### config.mk
export PLATFORM = sky130hd
export DESIGN_NAME = sobel_mac_ci
export DESIGN_NICKNAME = d
export VERILOG_FILES = /design/src/rtl/sobel_pkg.sv /design/src/rtl/sobel_lane_sum.sv /design/src/rtl/sobel_mac_ci.sv
export SDC_FILE = /design/constraint.sdc
export NUM_CORES = 1
export LEC_CHECK = 0
export CAP_MARGIN = 20
export CELL_PAD_IN_SITES_DETAIL_PLACEMENT = 2
export CELL_PAD_IN_SITES_GLOBAL_PLACEMENT = 2
export CORE_ASPECT_RATIO = 1.75
export CORE_MARGIN = 4
export CORE_UTILIZATION = 33
export CTS_BUF_LIST = sky130_fd_sc_hd__clkbuf_4
export CTS_CLUSTER_SIZE = 20
export DETAILED_ROUTE_END_ITERATION = 8
export PLACE_DENSITY = 0.93
export SYNTH_ARGS = -nofsm -noshare
export SYNTH_HDL_FRONTEND = slang
export SYNTH_SLANG_ARGS = --single-unit
### constraint.sdc
create_clock -name clock -period 8.23 [get_ports clock]
set_input_delay 1.646 -clock clock [delete_from_list [all_inputs] [get_ports clock]]
set_output_delay 1.646 -clock clock [all_outputs]
set_load 0.01 [all_outputs]
### src/rtl/sobel_pkg.sv
// Shared types and constants for the Sobel MAC custom instruction.
// Coefficient decode lives here so lane logic and any future users agree.
package sobel_pkg;

  typedef enum logic [1:0] {
    OP_MAC   = 2'd0,
    OP_CLEAR = 2'd1,
    OP_READ  = 2'd2,
    OP_MAG   = 2'd3
  } op_e;

  localparam int PIX_W      = 8;
  localparam int COEF_W     = 3;
  localparam int LANE_SUM_W = 12;
  localparam int MAG_MAX    = 255;
  localparam int MAX_LANES  = 4;

  typedef struct packed {
    logic zero;
    logic neg;
    logic dbl;
  } coef_t;

  typedef struct packed {
    logic                  valid;
    op_e                   op;
    logic                  sel;
    logic [LANE_SUM_W-1:0] sum;
  } s1_t;

  function automatic coef_t coef_decode(
    input logic [COEF_W-1:0] c
  );
    coef_t d;
    d = '{zero: 1'b1, neg: 1'b0, dbl: 1'b0};
    case (c)
      3'b001: d = '{zero: 1'b0, neg: 1'b0, dbl: 1'b0};
      3'b010: d = '{zero: 1'b0, neg: 1'b0, dbl: 1'b1};
      3'b111: d = '{zero: 1'b0, neg: 1'b1, dbl: 1'b0};
      3'b110: d = '{zero: 1'b0, neg: 1'b1, dbl: 1'b1};
      default: d = '{zero: 1'b1, neg: 1'b0, dbl: 1'b0};
    endcase
    return d;
  endfunction

endpackage

### src/rtl/sobel_lane_sum.sv
// Combinational per-lane shift/negate products and their sum.
// Lanes at or above NR_LANES are forced to contribute zero.
module sobel_lane_sum
  import sobel_pkg::*;
#(
  parameter int NR_LANES = 4
) (
  input  logic [31:0]                  pixels,
  input  logic [11:0]                  coefs,
  output logic signed [LANE_SUM_W-1:0] sum
);

  coef_t                         d;
  logic signed [LANE_SUM_W-1:0] p;

  // Shift for |coef|=2, negate for negative coef, then accumulate lanes.
  always_comb begin
    sum = '0;
    d   = '0;
    p   = '0;
    for (int i = 0; i < MAX_LANES; i++) begin
      d = coef_decode(coefs[COEF_W*i +: COEF_W]);
      p = '0;
      p[PIX_W-1:0] = pixels[PIX_W*i +: PIX_W];
      if (d.dbl) p = p <<< 1;
      if (d.neg) p = -p;
      if (d.zero || (i >= NR_LANES)) p = '0;
      sum = sum + p;
    end
  end

endmodule

### src/rtl/sobel_mac_ci.sv
// Two-stage Sobel multiply-accumulate custom instruction.
// Stage 1 forms the lane sum; stage 2 owns the X/Y accumulators.
module sobel_mac_ci
  import sobel_pkg::*;
#(
  parameter logic [7:0] customId  = 8'h18,
  parameter int         NR_LANES  = 4,
  parameter int         ACC_WIDTH = 16
) (
  input  logic        clock,
  input  logic        reset,
  input  logic        start,
  input  logic [7:0]  ciN,
  input  logic [31:0] valueA,
  input  logic [31:0] valueB,
  output logic        done,
  output logic [31:0] result
);

  logic signed [LANE_SUM_W-1:0] lane_sum;
  s1_t                          s1_d;
  s1_t                          s1_q;
  logic signed [ACC_WIDTH-1:0]  acc_x;
  logic signed [ACC_WIDTH-1:0]  acc_y;
  logic signed [LANE_SUM_W-1:0] s1_sum;
  logic signed [ACC_WIDTH-1:0]  acc_cur;
  logic signed [ACC_WIDTH-1:0]  acc_mac;
  logic [ACC_WIDTH-1:0]         abs_x;
  logic [ACC_WIDTH-1:0]         abs_y;
  logic [ACC_WIDTH:0]           mag;
  logic [31:0]                  res_d;
  logic                         unused_b;

  assign unused_b = ^valueB[28:12];

  sobel_lane_sum #(
    .NR_LANES(NR_LANES)
  ) u_lane_sum (
    .pixels(valueA),
    .coefs (valueB[11:0]),
    .sum   (lane_sum)
  );

  // Bundle the accepted call for stage 1.
  always_comb begin
    s1_d       = '0;
    s1_d.valid = start && (ciN == customId);
    s1_d.op    = op_e'(valueB[31:30]);
    s1_d.sel   = valueB[29];
    s1_d.sum   = lane_sum;
  end

  // Stage 1 register: decoded call and lane sum.
  always_ff @(posedge clock) begin
    if (reset) s1_q <= '0;
    else       s1_q <= s1_d;
  end

  // Stage 2 datapath: accumulate, read and clamped magnitude.
  always_comb begin
    s1_sum  = s1_q.sum;
    acc_cur = s1_q.sel ? acc_y : acc_x;
    acc_mac = acc_cur + ACC_WIDTH'(s1_sum);
    abs_x   = acc_x[ACC_WIDTH-1] ? -acc_x : acc_x;
    abs_y   = acc_y[ACC_WIDTH-1] ? -acc_y : acc_y;
    mag     = {1'b0, abs_x} + {1'b0, abs_y};
    res_d   = '0;
    case (s1_q.op)
      OP_MAC:   res_d = 32'(acc_mac);
      OP_READ:  res_d = 32'(acc_cur);
      OP_MAG: begin
        if (mag > (ACC_WIDTH+1)'(MAG_MAX)) res_d = 32'(MAG_MAX);
        else                               res_d = 32'(mag);
      end
      default:  res_d = '0;
    endcase
  end

  // Stage 2 register: accumulators, done pulse and gated result.
  always_ff @(posedge clock) begin
    if (reset) begin
      acc_x  <= '0;
      acc_y  <= '0;
      done   <= 1'b0;
      result <= '0;
    end else begin
      done   <= s1_q.valid;
      result <= s1_q.valid ? res_d : '0;
      if (s1_q.valid) begin
        case (s1_q.op)
          OP_MAC: begin
            if (s1_q.sel) acc_y <= acc_mac;
            else          acc_x <= acc_mac;
          end
          OP_CLEAR, OP_MAG: begin
            acc_x <= '0;
            acc_y <= '0;
          end
          default: ;
        endcase
      end
    end
  end

endmodule

==> results.txt <==
Status: finished with violations
Violated checks: design-rule violations
Static Leak: 3.57 nW
# fillers: 2612
CTS tree: built
Internal cell power: 664 µW
Clk root buf: clkbuf_4
Synthesized net count: 1164
CP endpoint kind: register
Core Area: 22700 µm²
Post-Synth Adder-Cell Area: 0.142
Yosys warning total: 0
Vias in the first global route: 8870
Synth Flop Type: dfxtp_1
First-pass GRT wire length: 47.4 mm
RePlAce Congestion: 0.828
I/O Buffers: 90
Compound-Gate Fraction of Synth Area: 0.255
Largest family of logic cells by synthesized area: compound AO/OA/AOI/OAI gates
Sequential Power Share: 0.327
Overflow after GRT: 0
Reg area: 1340 µm²
Cell Count Post-Placement: 1341
Final Max Tran Viols: 0
First-pass DRT Iterations: 6
Die W: 123 µm
Final hold violations: 0
Setup CP Type: input pin to register
Initial Util: 0.334
Clock sinks: 67
Final std cells w/o fill: 1357
Post-synth EDFFs: 0
Avg WL per Cell: 21.7 µm
Clock Skew: 29.4 ps
Final ANT Viol Nets: 0
DRC Markers: 2
Clock transition at path regs: 130 ps
Top-level I/O count: 108
Die height: 209 µm
Headroom to the max-slew limit: 0.222
Multi-input gate area: 5700 µm²
Min-Delay Path Class: register to register
Unrepaired setup endpoints after global routing: false
Hold_ws: 605 ps
Final Setup Violations: 0
Seq/Total Area, Yosys: 0.177
Crit path launch type: input pin
Combinational Power Share: 0.436
Post-CTS Resized: 0
P per Cell Area: 127 nW/µm²
Asr flop ratio synth: 0
H-tree lvl count: 3
Mapped cell area: 7600 µm²
Layout area overhead: 15.3%
CTS Hold Bufs: 0
Design Power: 1.12 mW
Die area: 25600 µm²
Clock power frac: 0.237
Worst skew pair latency: 510 ps
Nets: 1199
CTS Buf Count: 9
Gate Count Post-Synth: 1017
Data required time of the critical path: 8670 ps
Worst path arrival time: 7460 ps
Highest Clock Rate: 0.143 GHz
Worst IR Drop VDD: 0.0610 mV
Post-DP HPWL: 23.7 mm
Vias: 7879
Crit Path Max Fanout: 12
Actual slew at the worst max-slew pin: 1160 ps
Simple-gate share of the synthesized area: 0.218
Antenna violations before repair: 1
Pre-CTS setup slack: 766 ps
Placed cell areas: 8600 µm²
Switch share: 0.405
Synth Register Bits: 67
Mapped Avg Cell Area: 7.47 µm²
Final instance area: 8760 µm²
Final Util: 0.385
Via density: 5.81
Total negative slack: 0 ps
Final critical-path required period: 7010 ps
Initial DRC Count: 294
Wirelength, routed: 29.5 mm
Clock Tree Buf Depth: 2
Largest net degree at the start of global routing: 50
XOR/XNOR share of the synthesized area: 0.0907
Fin crit share: 0.852
GR Util All Layers: 0.234
Max-cap violations: 0
Post-CTS Setup Bufs: 0
Share of cells above drive strength 1: 0.0492
Switching power: 452 µW
Distinct cells, synth: 69
Mux cell area share after synthesis: 0.0435
R2r setup slk: 3570 ps
Worst setup margin: 1220 ps
Site Rows: 73
## layout by cell type, fill, tap and decap left out, types with 10 or more instances in the layout
cell,netlist,layout
nor2_1,108,108
nand2_1,94,94
clkdlybuf4s50_1,0,90
a21oi_1,68,68
dfxtp_1,67,67
xnor2_1,53,53
inv_1,50,50
ha_1,48,48
a22oi_1,41,41
o21ai_1,30,30
o21ai_0,26,26
nor3_1,25,25
fa_1,24,24
xor2_1,23,23
nand2b_1,21,21
nand3_1,20,20
o22ai_1,19,19
nor2b_1,18,18
mux2i_1,15,15
mux2_2,14,14
a21o_1,13,13
o31ai_1,12,12
or3_1,11,11
buf_4,15,10
## worst max-delay path: stages
cell	delay, ps
clkdlybuf4s50_1	660
nor2b_1	560
mux2i_1	310
ha_1	280
inv_1	60
a211o_1	300
nor2_1	310
xor2_1	180
o22ai_1	110
nand2_1	100
o21ai_1	110
fa_1	530
inv_1	50
fa_1	530
inv_1	40
ha_1	330
o21ai_1	140
a21boi_1	130
o21ai_1	190
a21oi_1	130
o211a_1	250
or3_1	350
a21oi_1	140
## cell type report
cell class / instances / area share
Clock inverter: 6 / 0.0104
Antenna cell: 1 / 0.000286
Tap cell: 300 / 0.0429
Sequential cell: 67 / 0.153
Multi-Input combinational cell: 819 / 0.651
Inverter: 55 / 0.0236
Clock buffer: 9 / 0.00772
Timing Repair Buffer: 100 / 0.111
## worst paths after layout
check                         start                endpoint  depth (start not counted)
max                       valueB[0]   s1_sum[11]$_SDFF_PP0_                         23
min          acc_y[13]$_SDFFE_PP0P_  acc_y[13]$_SDFFE_PP0P_                          2
max reg2reg   acc_x[1]$_SDFFE_PP0P_    result[1]$_SDFF_PP0_                         16
min reg2reg  acc_y[13]$_SDFFE_PP0P_  acc_y[13]$_SDFFE_PP0P_                          2
## per-layer routing
layer | track usage | vias up | share of wire
met5 | 0 | - | 0
met4 | 0.144 | 0 | 0.059
met3 | 0.0287 | 88 | 0.024
met2 | 0.472 | 155 | 0.59
met1 | 0.209 | 3955 | 0.33
li1 | - | 3681 | -
## logic make-up after synthesis
logic type / after synthesis
AOI/OAI and AO/OA: 295
xor gates and xnor gates: 77
adders and majority gates: 72
buffers and inverters: 131
DFF: 67
muxes: 31
and+or+nand+nor: 344
## state kept, by name, indices dropped and copies added (netlist names)
name,count
acc_x,16
s1_q,4
done,1
result,18
acc_y,16
s1_sum,12
## cell usage after synthesis, types with 5 or more instances
library cell  number  area [µm²]
xnor2_1           53         464
o211ai_1           7        52.6
clkbuf_1          53         199
o32ai_1            5        43.8
and3_1             6        37.5
o31ai_1           12        90.1
a211oi_1           7        52.6
o21bai_1           8        60.1
inv_1             50         188
xor2_1            23         201
nor3b_1            6        45.0
mux2i_1           15         150
nor4_1             8        50.1
or3_1             11        68.8
nand3_1           20         100
nor2_1           108         405
fa_1              24         480
ha_1              48         601
nor3_1            25         125
o41ai_1            6        52.6
inv_2              5        18.8
nand2_1           94         353
a21o_1            13        97.6
dfxtp_1           67        1340
o21a_1             6        45.0
nor2b_1           18         113
a32oi_1            6        52.6
o21ai_1           30         150
a21oi_1           68         340
or2_1              5        31.3
a22oi_1           41         308
nand2b_1          21         131
buf_4             15         113
a31oi_1            9        56.3
mux2_2            14         158
o22ai_1           19         119
o21ai_0           26         130
## power groups by stage
stage	clock, mW	combinational [mW]	sequential [mW]
after CTS	0.270	0.488	0.366
after detailed placement	0	0.481	0.372
after global routing	0.281	0.542	0.368
final	0.264	0.486	0.365
after floorplan	0	0.336	0.364
after global placement	0	0.439	0.370
Note: power is estimated with default switching activity, not from simulation.
